### src/rtl/uc_movimento_pkg.sv
// Shared definitions for the elevator movement control unit: state codes,
// default sizing, direction constants and a floor-range helper.
package uc_movimento_pkg;

  localparam int NUM_ANDARES_DEF = 8;
  localparam int CAPACIDADE_DEF  = 4;
  localparam int T_ESPERA_DEF    = 50;
  localparam int T_VIAGEM_DEF    = 1000;

  localparam logic SOBE  = 1'b1;
  localparam logic DESCE = 1'b0;

  // The numeric codes are visible on db_estado, so they are fixed here.
  typedef enum logic [3:0] {
    INICIAL     = 4'd0,
    INICIALIZA  = 4'd1,
    PROX_PEDIDO = 4'd2,
    SUBINDO     = 4'd3,
    DESCENDO    = 4'd4,
    REGISTRA    = 4'd5,
    CHECA       = 4'd6,
    ENTRA       = 4'd7,
    SAI         = 4'd8,
    REJEITA     = 4'd9,
    SHIFT       = 4'd10,
    AGUARDA     = 4'd11,
    ERRO        = 4'd12
  } estado_t;

  // Compared at 32 bits so power-of-two floor counts do not fold to a constant.
  function automatic logic andar_valido(input int unsigned andar,
                                        input int unsigned num_andares);
    return andar < num_andares;
  endfunction

endpackage

### src/rtl/uc_movimento_multi_detector_borda.sv
// Rising-edge detector: one sample register plus AND-NOT. Shared by any
// sensor input that needs a single-cycle pulse per low-to-high transition.
module detector_borda (
  input  logic clock,
  input  logic reset,
  input  logic sinal,
  output logic borda
);

  logic sinal_q, sinal_d;

  always_comb sinal_d = sinal;

  always_ff @(posedge clock or negedge reset) begin
    if (!reset) sinal_q <= 1'b0;
    else        sinal_q <= sinal_d;
  end

  assign borda = sinal & ~sinal_q;

endmodule

### src/rtl/uc_movimento_multi.sv
// N-floor elevator movement control unit with capacity limit and request
// rejection. Define UC_MOVIMENTO_WATCHDOG_EN to add the travel watchdog.
module uc_movimento_multi
  import uc_movimento_pkg::*;
#(
  parameter int NUM_ANDARES = NUM_ANDARES_DEF,
  parameter int CAPACIDADE  = CAPACIDADE_DEF,
  parameter int T_ESPERA    = T_ESPERA_DEF,
  parameter int T_VIAGEM    = T_VIAGEM_DEF,
  localparam int ANDAR_W    = $clog2(NUM_ANDARES),
  localparam int CARGA_W    = $clog2(CAPACIDADE + 1)
) (
  input  logic               clock,
  input  logic               reset,
  input  logic               iniciar,
  input  logic [ANDAR_W-1:0] andar_inicial,
  input  logic               temDestino,
  input  logic [ANDAR_W-1:0] destino,
  input  logic               eh_origem,
  input  logic               sensorAndar,
  output logic               shift,
  output logic               motorSubindo,
  output logic               motorDescendo,
  output logic               coloca_objetos,
  output logic               tira_objetos,
  output logic               rejeita,
  output logic [ANDAR_W-1:0] andar_atual,
  output logic [CARGA_W-1:0] carga,
  output logic               erro,
  output logic [3:0]         db_estado
);

  if (NUM_ANDARES < 2 || CAPACIDADE < 1 || T_ESPERA < 1 || T_VIAGEM < 1) begin : g_param_chk
    $error("uc_movimento_multi: invalid parameter set");
  end

  localparam logic [ANDAR_W-1:0] TOPO    = ANDAR_W'(NUM_ANDARES - 1);
  localparam logic [CARGA_W-1:0] CAP     = CARGA_W'(CAPACIDADE);
  localparam int                 ESP_W   = $clog2(T_ESPERA + 1);
  localparam logic [ESP_W-1:0]   ESP_FIM = ESP_W'(T_ESPERA - 1);

  estado_t            estado_q, estado_d;
  logic [ANDAR_W-1:0] andar_q, andar_d;
  logic [CARGA_W-1:0] carga_q, carga_d;
  logic [ANDAR_W-1:0] destino_q, destino_d;
  logic               origem_q, origem_d;
  logic               dir_q, dir_d;
  logic [ESP_W-1:0]   espera_q, espera_d;
  logic               borda;

`ifdef UC_MOVIMENTO_WATCHDOG_EN
  localparam int               VIA_W   = $clog2(T_VIAGEM + 1);
  localparam logic [VIA_W-1:0] VIA_FIM = VIA_W'(T_VIAGEM - 1);
  logic             erro_q, erro_d;
  logic [VIA_W-1:0] viagem_q, viagem_d;
`endif

  detector_borda u_borda (
    .clock (clock),
    .reset (reset),
    .sinal (sensorAndar),
    .borda (borda)
  );

  always_ff @(posedge clock or negedge reset) begin
    if (!reset) begin
      estado_q  <= INICIAL;
      andar_q   <= '0;
      carga_q   <= '0;
      destino_q <= '0;
      origem_q  <= 1'b0;
      dir_q     <= DESCE;
      espera_q  <= '0;
`ifdef UC_MOVIMENTO_WATCHDOG_EN
      erro_q    <= 1'b0;
      viagem_q  <= '0;
`endif
    end else begin
      estado_q  <= estado_d;
      andar_q   <= andar_d;
      carga_q   <= carga_d;
      destino_q <= destino_d;
      origem_q  <= origem_d;
      dir_q     <= dir_d;
      espera_q  <= espera_d;
`ifdef UC_MOVIMENTO_WATCHDOG_EN
      erro_q    <= erro_d;
      viagem_q  <= viagem_d;
`endif
    end
  end

  always_comb begin
    estado_d       = estado_q;
    andar_d        = andar_q;
    carga_d        = carga_q;
    destino_d      = destino_q;
    origem_d       = origem_q;
    dir_d          = dir_q;
    espera_d       = espera_q;
`ifdef UC_MOVIMENTO_WATCHDOG_EN
    erro_d         = erro_q;
    // Cleared outside motion and on every edge, so each leg starts from 0.
    viagem_d       = '0;
`endif
    shift          = 1'b0;
    motorSubindo   = 1'b0;
    motorDescendo  = 1'b0;
    coloca_objetos = 1'b0;
    tira_objetos   = 1'b0;
    rejeita        = 1'b0;

    case (estado_q)
      INICIAL: if (iniciar) estado_d = INICIALIZA;

      INICIALIZA: begin
        carga_d  = '0;
`ifdef UC_MOVIMENTO_WATCHDOG_EN
        erro_d   = 1'b0;
`endif
        andar_d  = andar_valido(32'(andar_inicial), NUM_ANDARES) ? andar_inicial : '0;
        estado_d = PROX_PEDIDO;
      end

      PROX_PEDIDO: if (temDestino) begin
        destino_d = destino;
        origem_d  = eh_origem;
        dir_d     = (destino > andar_q) ? SOBE : DESCE;
        if (!andar_valido(32'(destino), NUM_ANDARES)) estado_d = REJEITA;
        else if (destino == andar_q)                  estado_d = CHECA;
        else if (destino > andar_q)                   estado_d = SUBINDO;
        else                                          estado_d = DESCENDO;
      end

      // Edges outside these two states are simply never looked at.
      SUBINDO, DESCENDO: begin
        motorSubindo  = (estado_q == SUBINDO);
        motorDescendo = (estado_q == DESCENDO);
        if (borda) estado_d = REGISTRA;
`ifdef UC_MOVIMENTO_WATCHDOG_EN
        else if (viagem_q == VIA_FIM) begin
          estado_d = ERRO;
          erro_d   = 1'b1;
        end else begin
          viagem_d = viagem_q + VIA_W'(1);
        end
`endif
      end

      REGISTRA: begin
        motorSubindo  = (dir_q == SOBE);
        motorDescendo = (dir_q == DESCE);
        if (dir_q == SOBE) begin
          if (andar_q != TOPO) andar_d = andar_q + ANDAR_W'(1);
        end else if (andar_q != '0) begin
          andar_d = andar_q - ANDAR_W'(1);
        end
        estado_d = CHECA;
      end

      CHECA: begin
        if (andar_q != destino_q) begin
          motorSubindo  = (dir_q == SOBE);
          motorDescendo = (dir_q == DESCE);
          estado_d      = (dir_q == SOBE) ? SUBINDO : DESCENDO;
        end else if (origem_q) begin
          estado_d = (carga_q < CAP) ? ENTRA : REJEITA;
        end else begin
          estado_d = SAI;
        end
      end

      ENTRA: begin
        coloca_objetos = 1'b1;
        carga_d        = carga_q + CARGA_W'(1);
        estado_d       = SHIFT;
      end

      // A drop with nothing on board still retires the request.
      SAI: begin
        if (carga_q != '0) begin
          tira_objetos = 1'b1;
          carga_d      = carga_q - CARGA_W'(1);
        end
        estado_d = SHIFT;
      end

      REJEITA: begin
        rejeita  = 1'b1;
        estado_d = SHIFT;
      end

      SHIFT: begin
        shift    = 1'b1;
        espera_d = '0;
        estado_d = AGUARDA;
      end

      AGUARDA: begin
        if (espera_q == ESP_FIM) estado_d = PROX_PEDIDO;
        else                     espera_d = espera_q + ESP_W'(1);
      end

`ifdef UC_MOVIMENTO_WATCHDOG_EN
      ERRO: if (iniciar) estado_d = INICIALIZA;
`endif

      default: estado_d = INICIAL;
    endcase
  end

  assign andar_atual = andar_q;
  assign carga       = carga_q;
  assign db_estado   = estado_q;
`ifdef UC_MOVIMENTO_WATCHDOG_EN
  assign erro        = erro_q;
`else
  assign erro        = 1'b0;
`endif

endmodule

### config.mk
export PLATFORM = sky130hd
export DESIGN_NAME = uc_movimento_multi
export DESIGN_NICKNAME = d
export VERILOG_FILES = /design/src/rtl/uc_movimento_pkg.sv /design/src/rtl/uc_movimento_multi_detector_borda.sv /design/src/rtl/uc_movimento_multi.sv
export SDC_FILE = /design/constraint.sdc
export NUM_CORES = 1
export LEC_CHECK = 0
export ABC_AREA = 1
export CORE_MARGIN = 3
export CORE_UTILIZATION = 47
export CTS_CLUSTER_SIZE = 14
export DETAILED_ROUTE_END_ITERATION = 16
export MAX_ROUTING_LAYER = met4
export PLACE_DENSITY = 0.76
export RECOVER_POWER = 25
export SKIP_LAST_GASP = 1
export SLEW_MARGIN = 40
export SYNTH_ARGS = -nofsm -noshare
export SYNTH_HDL_FRONTEND = slang
export SYNTH_SLANG_ARGS = --single-unit
### constraint.sdc
create_clock -name clock -period 1.71 [get_ports clock]
set_input_delay 0.342 -clock clock [delete_from_list [all_inputs] [get_ports clock]]
set_output_delay 0.342 -clock clock [all_outputs]
set_load 0.01 [all_outputs]
==> results.py, run 1 <==
metrics = {
    "final_layout": {
        "regArea_um2": 550.5,
        "area_growth_syn_to_layout_pct": 57.40,
        "multiInputGateArea_um2": 1015,
        "final_layout_size_suffix_gt1_share_pct": 38.08,
        "insertedDiodeCount": 0,
        "fillers": 217,
        "post_layout_nonfiller_instances": 325,
        "nNetsFinal": 301,
    },
    "power_and_ir_drop": {
        "powerDensity_nw_per_um2": 1797,
        "ir_drop_mv": 1.087,
        "cellLeakagePower_uw": 0.001243,
    },
    "setup_path": {
        "crit_fanout": 3,
        "path_cells": "inv_2 > nand2_4 > buf_6 > nor2_4 > nand2_2 > o211ai_1 > buf_2",
        "crit_slowest_cell": "dfrtp_1",
        "worstSetupEndpointType": "output pin",
        "ff2ff_path_depth": 10,
        "critical_path_arrival_ps": 1490,
        "r2r_slack_ps": -70,
        "start_kind": "register",
        "slowest_delay_ps": 430,
        "worst_ep_required_time_ps": 1370,
        "timing.rr.start": "db_estado[2]$_DFFE_PN0P_",
        "regToRegEndpoint": "carga[2]$_DFFE_PN0P_",
        "critical_path_class": "reg2out",
    },
    "routing": {
        "drtIter0Drc": 81,
        "via_per_inst": 5.126,
        "drc": 0,
        "dr.pass1.iters": 4,
        "wl_per_cell_um": 14.12,
        "vias": 1666,
        "antenna_left": 0,
        "wl_um": 4590,
    },
    "worst_hold_path": {
        "holdPathEnd": "espera_q[0]$_DFFE_PN0P_",
        "worstHoldStart": "espera_q[0]$_DFFE_PN0P_",
        "hold_depth": 1,
        "hold_class": "reg2reg",
    },
    "sta": {
        "drv_slew": 0,
        "fin_setup_tns_ps": -413.0,
        "hold_violations": 0,
        "setup_slack_ps": -124.0,
        "timing.slew.headroom_pct": 17.66,
        "max_freq_mhz": 545.3,
        "worst_slew_pin_slew_ps": 1235,
        "min_period_over_period_pct": 107.2,
        "period_minus_slack_ps": 1834,
        "rsz0062_at_grt": "true",
        "worst_hold_slack_ps": 551.4,
        "setup_violations": 7,
        "fin_skew_ps": 2.796,
    },
    "floorplan": {
        "start_util_pct": 49.43,
        "placementRows": 20,
        "core-area_um2": 3078,
        "die_h_um": 62.90,
        "dieArea_um2": 3956,
        "die_w_um": 62.90,
        "pin_count": 29,
    },
    "yosys": {
        "yosysTopAreaCell": "dfrtp_1",
        "ys_top_cells_by_area": "dfrtp_1, nand2_1, inv_1, nand3_1, ha_1",
        "synth_top_area_share_pct": 36.18,
        "synth_cell_types": 27,
        "synth.avg_cell_area_um2": 7.458,
        "yosysSeqAreaShare_pct": 36.18,
        "synth.cell_area_um2": 1521,
        "ys_seq_elements": 22,
        "yosys_warnings": 0,
        "synth_cells": 204,
        "synth_fp_nets": 223,
    },
    "cts": {
        "clock_latency_ps": 320,
        "cts_tree": "done",
        "clock_path_buffers": 2,
        "cts_sinks": 22,
        "path_clk_slew_ps": 130,
        "cts_hold_buf": 0,
        "cts.htree.levels": 1,
        "cts_root_buffer": "clkbuf_4",
        "numCtsBuffers": 3,
    },
    "global_route": {
        "antenna_found_initial": 0,
        "grt_first_pass_wirelength_um": 6561,
        "grt_overflow": 0,
        "grt_max_degree": 23,
        "grt_pass1_vias": 1482,
        "grtUsageTotal_pct": 21.26,
    },
    "placed_design": {
        "gp_congestion": 0.8656,
        "hpwl_um": 3012,
        "place_inst": 315,
        "io_buffers": 27,
    },
    "run_status": {
        "status": "finished with violations",
        "violations": "negative setup slack",
    },
    "flow_run": {
        "maxCapViolCount": 0,
    },
}
-- sequential cells by signal, indices dropped and copies added (netlist names) --
| register | count |
|---|---|
| carga | 3 |
| dir_q | 1 |
| destino_q | 3 |
| db_estado | 4 |
| u_borda.sinal_q | 1 |
| andar_atual | 3 |
| espera_q | 6 |
| origem_q | 1 |
-- timing repair --
item	CTS	global route
resized for setup	43	42
cloned	0	0
setup buffers	2	5
pin swaps	5	15
endpoints found under the setup margin	12	15
-- worst max path at each step --
stage	startpoint	end	slack (ps)	cells after the start
after floorplan	db_estado[2]$_DFFE_PN0P_	carga[2]$_DFFE_PN0P_	40	9
after global placement	db_estado[0]$_DFFE_PN0P_	motorDescendo	-150	6
after global routing	andar_atual[1]$_DFFE_PN0P_	motorDescendo	-220	7
after CTS	db_estado[3]$_DFFE_PN0P_	motorDescendo	-110	7
after detailed placement	db_estado[0]$_DFFE_PN0P_	motorDescendo	-190	6
final	db_estado[3]$_DFFE_PN0P_	motorDescendo	-120	7
-- kinds of logic (layout without fill, tap and decap cells) --
group           after synthesis  after routing  share of synthesized area (%)
simple gates                106            106                          32.32
buf+inv                      33            110                          8.388
compound gates               27             27                          11.02
other cells                   1              1                         0.2465
fa+ha+maj                     7              7                          6.744
xor+xnor                      6              6                          3.454
mux                           2              2                          1.644
flops                        22             22                          36.18
-- final cells by class --
cell class	count	area share [%]
clock buffers	4	1.515
inverters	32	5.381
multi-input cells	149	42.37
flip-flops and latches	22	22.99
well taps	44	2.299
repair buffers	74	25.44
-- cell usage in the layout, fill, tap and decap left out, types with 6 or more instances in the layout --
cell type        instances
nand2_1                 51
nand3_1                 17
nand2_2                  8
nor2_1                   7
buf_4                   42
dfrtp_1                 22
clkdlybuf4s50_1         13
o21ai_0                  7
inv_1                   22
nor2_4                   6
inv_2                    7
-- cells in the mapped netlist --
library cell  instances
o21ai_4               1
nor2_4                2
nor2_1               11
buf_4                 1
ha_1                  5
o21ai_0              11
nand3b_1              2
inv_2                 1
nand3_1              22
nand2_1              57
nor2_2                2
nand2_2               4
nand2_4               2
xor2_1                2
o22ai_1               3
nand4_1               3
xnor2_1               4
mux2i_1               1
fa_1                  2
nand3_2               1
dfrtp_1              22
conb_1                1
a21oi_1               6
inv_1                31
mux2_4                1
o21ai_2               2
o211ai_1              4
-- where the power goes --
group | leakage (uW) | internal [uW] | switching (uW) | total, uW
clock | 0.0000210 | 130 | 171 | 301
sequential | 0.000280 | 709 | 174 | 883
combinational | 0.000942 | 1480 | 1640 | 3120
total | 0.00124 | 2320 | 1980 | 4300
-- layer usage --
layer | GRT usage, % | wire (um) | part of all wire, % | vias to the layer above
met5 | - | 0 | 0 | -
li1 | - | - | - | 807
met3 | 3.417 | 218 | 4.7 | 13
met2 | 35.31 | 2340 | 51 | 50
met4 | 5.234 | 115 | 2.5 | 0
met1 | 27.01 | 1915 | 42 | 796
-- metrics by stage --
| stage | area, um2 | total power, uW | utilization, % | setup WS [ps] |
|---|---|---|---|---|
| finish | 2395 | 4303 | 77.80 | -124.0 |
| global route | 2395 | 4611 | 77.80 | -219.4 |
| CTS | 2206 | 3744 | 71.67 | -111.8 |
| detailed placement | 2147 | 3389 | 69.76 | -192.2 |
| global placement | 2147 | 3341 | 69.76 | -153.2 |
| floorplan | 1521 | 2168 | - | 44.77 |
-- critical path: cells and delay by family, from the launching register on --
| family | cells | cell delay, ps |
|---|---|---|
| buf+inv | 3 | 380 |
| compound gates | 1 | 110 |
| simple gates | 3 | 260 |
| flops | 1 | 430 |
Note: power is estimated with default switching activity, not from simulation.
==> run 2, diff against run 1 <==
--- a/config.mk
+++ b/config.mk
@@ -6,6 +6,7 @@
 export NUM_CORES = 1
 export LEC_CHECK = 0
 export ABC_AREA = 1
+export CORE_ASPECT_RATIO = 2
 export CORE_MARGIN = 3
 export CORE_UTILIZATION = 47
 export CTS_CLUSTER_SIZE = 14
@@ -13,6 +14,7 @@
 export MAX_ROUTING_LAYER = met4
 export PLACE_DENSITY = 0.76
 export RECOVER_POWER = 25
+export REMOVE_ABC_BUFFERS = 1
 export SKIP_LAST_GASP = 1
 export SLEW_MARGIN = 40
 export SYNTH_ARGS = -nofsm -noshare
==> run 2 against run 1 <==
The flow still finishes with violations (negative setup slack). Wire length is 9.6% higher. Critical path depth stayed put. Worst hold slack worse by 23 ps. Power is 1.5% higher. Largest power group unchanged.
==> results.py, run 2 (synthesis gave the netlist of run 1 again) <==
metrics = {
    "floorplan": {
        "placementRows": 28,
        "dieArea_um2": 3997,
        "pin_count": 29,
        "core-area_um2": 3013,
        "die_w_um": 46.23,
        "die_h_um": 86.46,
        "start_util_pct": 50.50,
    },
    "sta": {
        "rsz0062_at_grt": "true",
        "period_minus_slack_ps": 1816,
        "worst_slew_pin_slew_ps": 596.1,
        "fin_setup_tns_ps": -212.0,
        "fin_skew_ps": 2.575,
        "setup_violations": 2,
        "drv_slew": 0,
        "hold_violations": 0,
        "worst_hold_slack_ps": 528.4,
        "setup_slack_ps": -106.5,
        "timing.slew.headroom_pct": 60.26,
        "min_period_over_period_pct": 106.2,
        "max_freq_mhz": 550.5,
    },
    "routing": {
        "dr.pass1.iters": 5,
        "wl_per_cell_um": 16.07,
        "wl_um": 5029,
        "antenna_left": 0,
        "drc": 0,
        "via_per_inst": 5.422,
        "drtIter0Drc": 57,
        "vias": 1697,
    },
    "power_and_ir_drop": {
        "pwr-share-seq_pct": 21.1,
        "ir_drop_mv": 1.144,
        "powerDensity_nw_per_um2": 1826,
        "switching_share_pct": 46.36,
        "p_sw_uw": 2025,
        "intPower_uw": 2343,
        "cellLeakagePower_uw": 0.001273,
        "combPwrFrac_pct": 69.7,
        "power_frac_clock_pct": 9.2,
    },
    "setup_path": {
        "worst_ep_required_time_ps": 1370,
        "crit_fanout": 3,
        "crit_top_cell": "buf_4",
        "crit_slowest_cell": "dfrtp_2",
        "start_kind": "register",
        "timing.rr.start": "db_estado[1]$_DFFE_PN0P_",
        "cp_num_buf_inv": 4,
        "path_delay_family": "buffers and inverters",
        "critical_path_arrival_ps": 1470,
        "cp-startpoint": "db_estado[1]$_DFFE_PN0P_",
        "path_cells": "buf_4 > buf_4 > nand2_4 > inv_1 > nand2_2 > o211ai_1 > buf_2",
        "r2r_slack_ps": 70,
        "worstSetupEndpointType": "output pin",
        "slowest_delay_ps": 460,
        "critical_path_class": "reg2out",
    },
    "cts": {
        "path_clk_slew_ps": 90,
        "cts_tree": "done",
        "clock_latency_ps": 280,
        "cts_root_buffer": "clkbuf_8",
        "cts_sinks": 22,
        "numCtsBuffers": 3,
        "cts_hold_buf": 0,
        "cts.htree.levels": 1,
        "clock_path_buffers": 2,
    },
    "final_layout": {
        "regArea_um2": 554.3,
        "final_common_cell": "nand2_1",
        "insertedDiodeCount": 0,
        "final_layout_size_suffix_gt1_share_pct": 39.22,
        "multiInputGateArea_um2": 979.7,
        "final_cell_mix": "nand2_1, buf_4, inv_1",
        "regMostFlops": "espera_q",
        "fillers": 187,
        "largest_register_ffs": 6,
        "nNetsFinal": 303,
        "area_growth_syn_to_layout_pct": 57.24,
    },
    "global_route": {
        "grt_first_pass_wirelength_um": 7562,
        "grtUsageTotal_pct": 27.11,
        "grt_pass1_vias": 1775,
        "grt_max_degree": 23,
        "grt_overflow": 0,
        "antenna_found_initial": 0,
    },
    "placed_design": {
        "io_buffers": 27,
        "hpwl_um": 3407,
        "gp_congestion": 0.9575,
    },
    "worst_hold_path": {
        "hold_class": "reg2reg",
        "worstHoldStart": "destino_q[0]$_DFFE_PN0P_",
    },
    "flow_run": {
        "maxCapViolCount": 0,
    },
    "run_status": {
        "status": "finished with violations",
        "violations": "negative setup slack",
    },
}
[run 2: cell count changes in the layout (fill, tap and decap cells not counted), moves of 3 or more]
| cell | before | now |
|---|---|---|
| nor2_2 | 2 | 5 |
| clkbuf_8 | 1 | 4 |
| clkbuf_4 | 3 | 0 |
| dfrtp_2 | 0 | 3 |
| dfrtp_1 | 22 | 19 |
[run 2: stage by stage]
step / cell area, um2 / instances / utilization (%) / setup slack (ps) / power, uW
floorplan: 1514 / 203 / - / 44.77 / 2166
global placement: 2137 / 302 / 70.93 / -199.8 / 3374
detailed placement: 2137 / 302 / 70.93 / -216.7 / 3445
CTS: 2252 / 313 / 74.75 / -102.2 / 3937
global route: 2392 / 313 / 79.40 / -214.7 / 4684
finish: 2392 / 313 / 79.40 / -106.5 / 4368
[run 2: worst register-to-register path, cell delays in order, from the launching register on]
cell and delay, ps:
dfrtp_2 460, inv_4 90, nor2_4 40, inv_2 70
nor2_4 40, buf_4 120, buf_4 120, buf_4 120
buf_4 140, nand3_1 110, nand2_1 110, nand2_1 70
nand2_1 50
[run 2: cell type report]
cell class	count	share of cell area (%)
clock buffers	4	2.301
flip-flops and latches	22	23.17
inverters	32	5.335
multi-input cells	149	40.95
repair buffers	76	26.67
well taps	30	1.569
[run 2: power groups by stage]
| stage | Sequential, uW | Combinational, uW | Clock [uW] |
|---|---|---|---|
| after floorplan | 947 | 1220 | 0 |
| after global placement | 864 | 2510 | 0 |
| after detailed placement | 876 | 2570 | 0 |
| after CTS | 881 | 2660 | 401 |
| after global routing | 949 | 3320 | 414 |
| final | 920 | 3050 | 402 |
[run 2: what timing repair did]
item / CTS / global route
gates cloned: 0 / 0
buffers inserted: 7 / 1
endpoints found under the setup margin: 10 / 16
pin swaps: 5 / 15
gates resized for setup: 37 / 48
[run 2: per-layer routing]
metal	GRT usage, %	wire length [um]	part of all wire, %
met1	22.72	1668	33
met2	47.61	2772	55
met5	-	0	0
met3	3.326	174	3.5
met4	23.06	413	8.2
[run 2: worst paths after layout]
path / depth (start not counted) / to
worst max-delay path: 7 / motorSubindo
worst min-delay path: 2 / destino_q[0]$_DFFE_PN0P_
worst max register to register: 12 / db_estado[1]$_DFFE_PN0P_
worst min register to register: 2 / destino_q[0]$_DFFE_PN0P_
max in group asynchronous: 2 / db_estado[1]$_DFFE_PN0P_
min in group asynchronous: 2 / origem_q$_DFFE_PN0P_
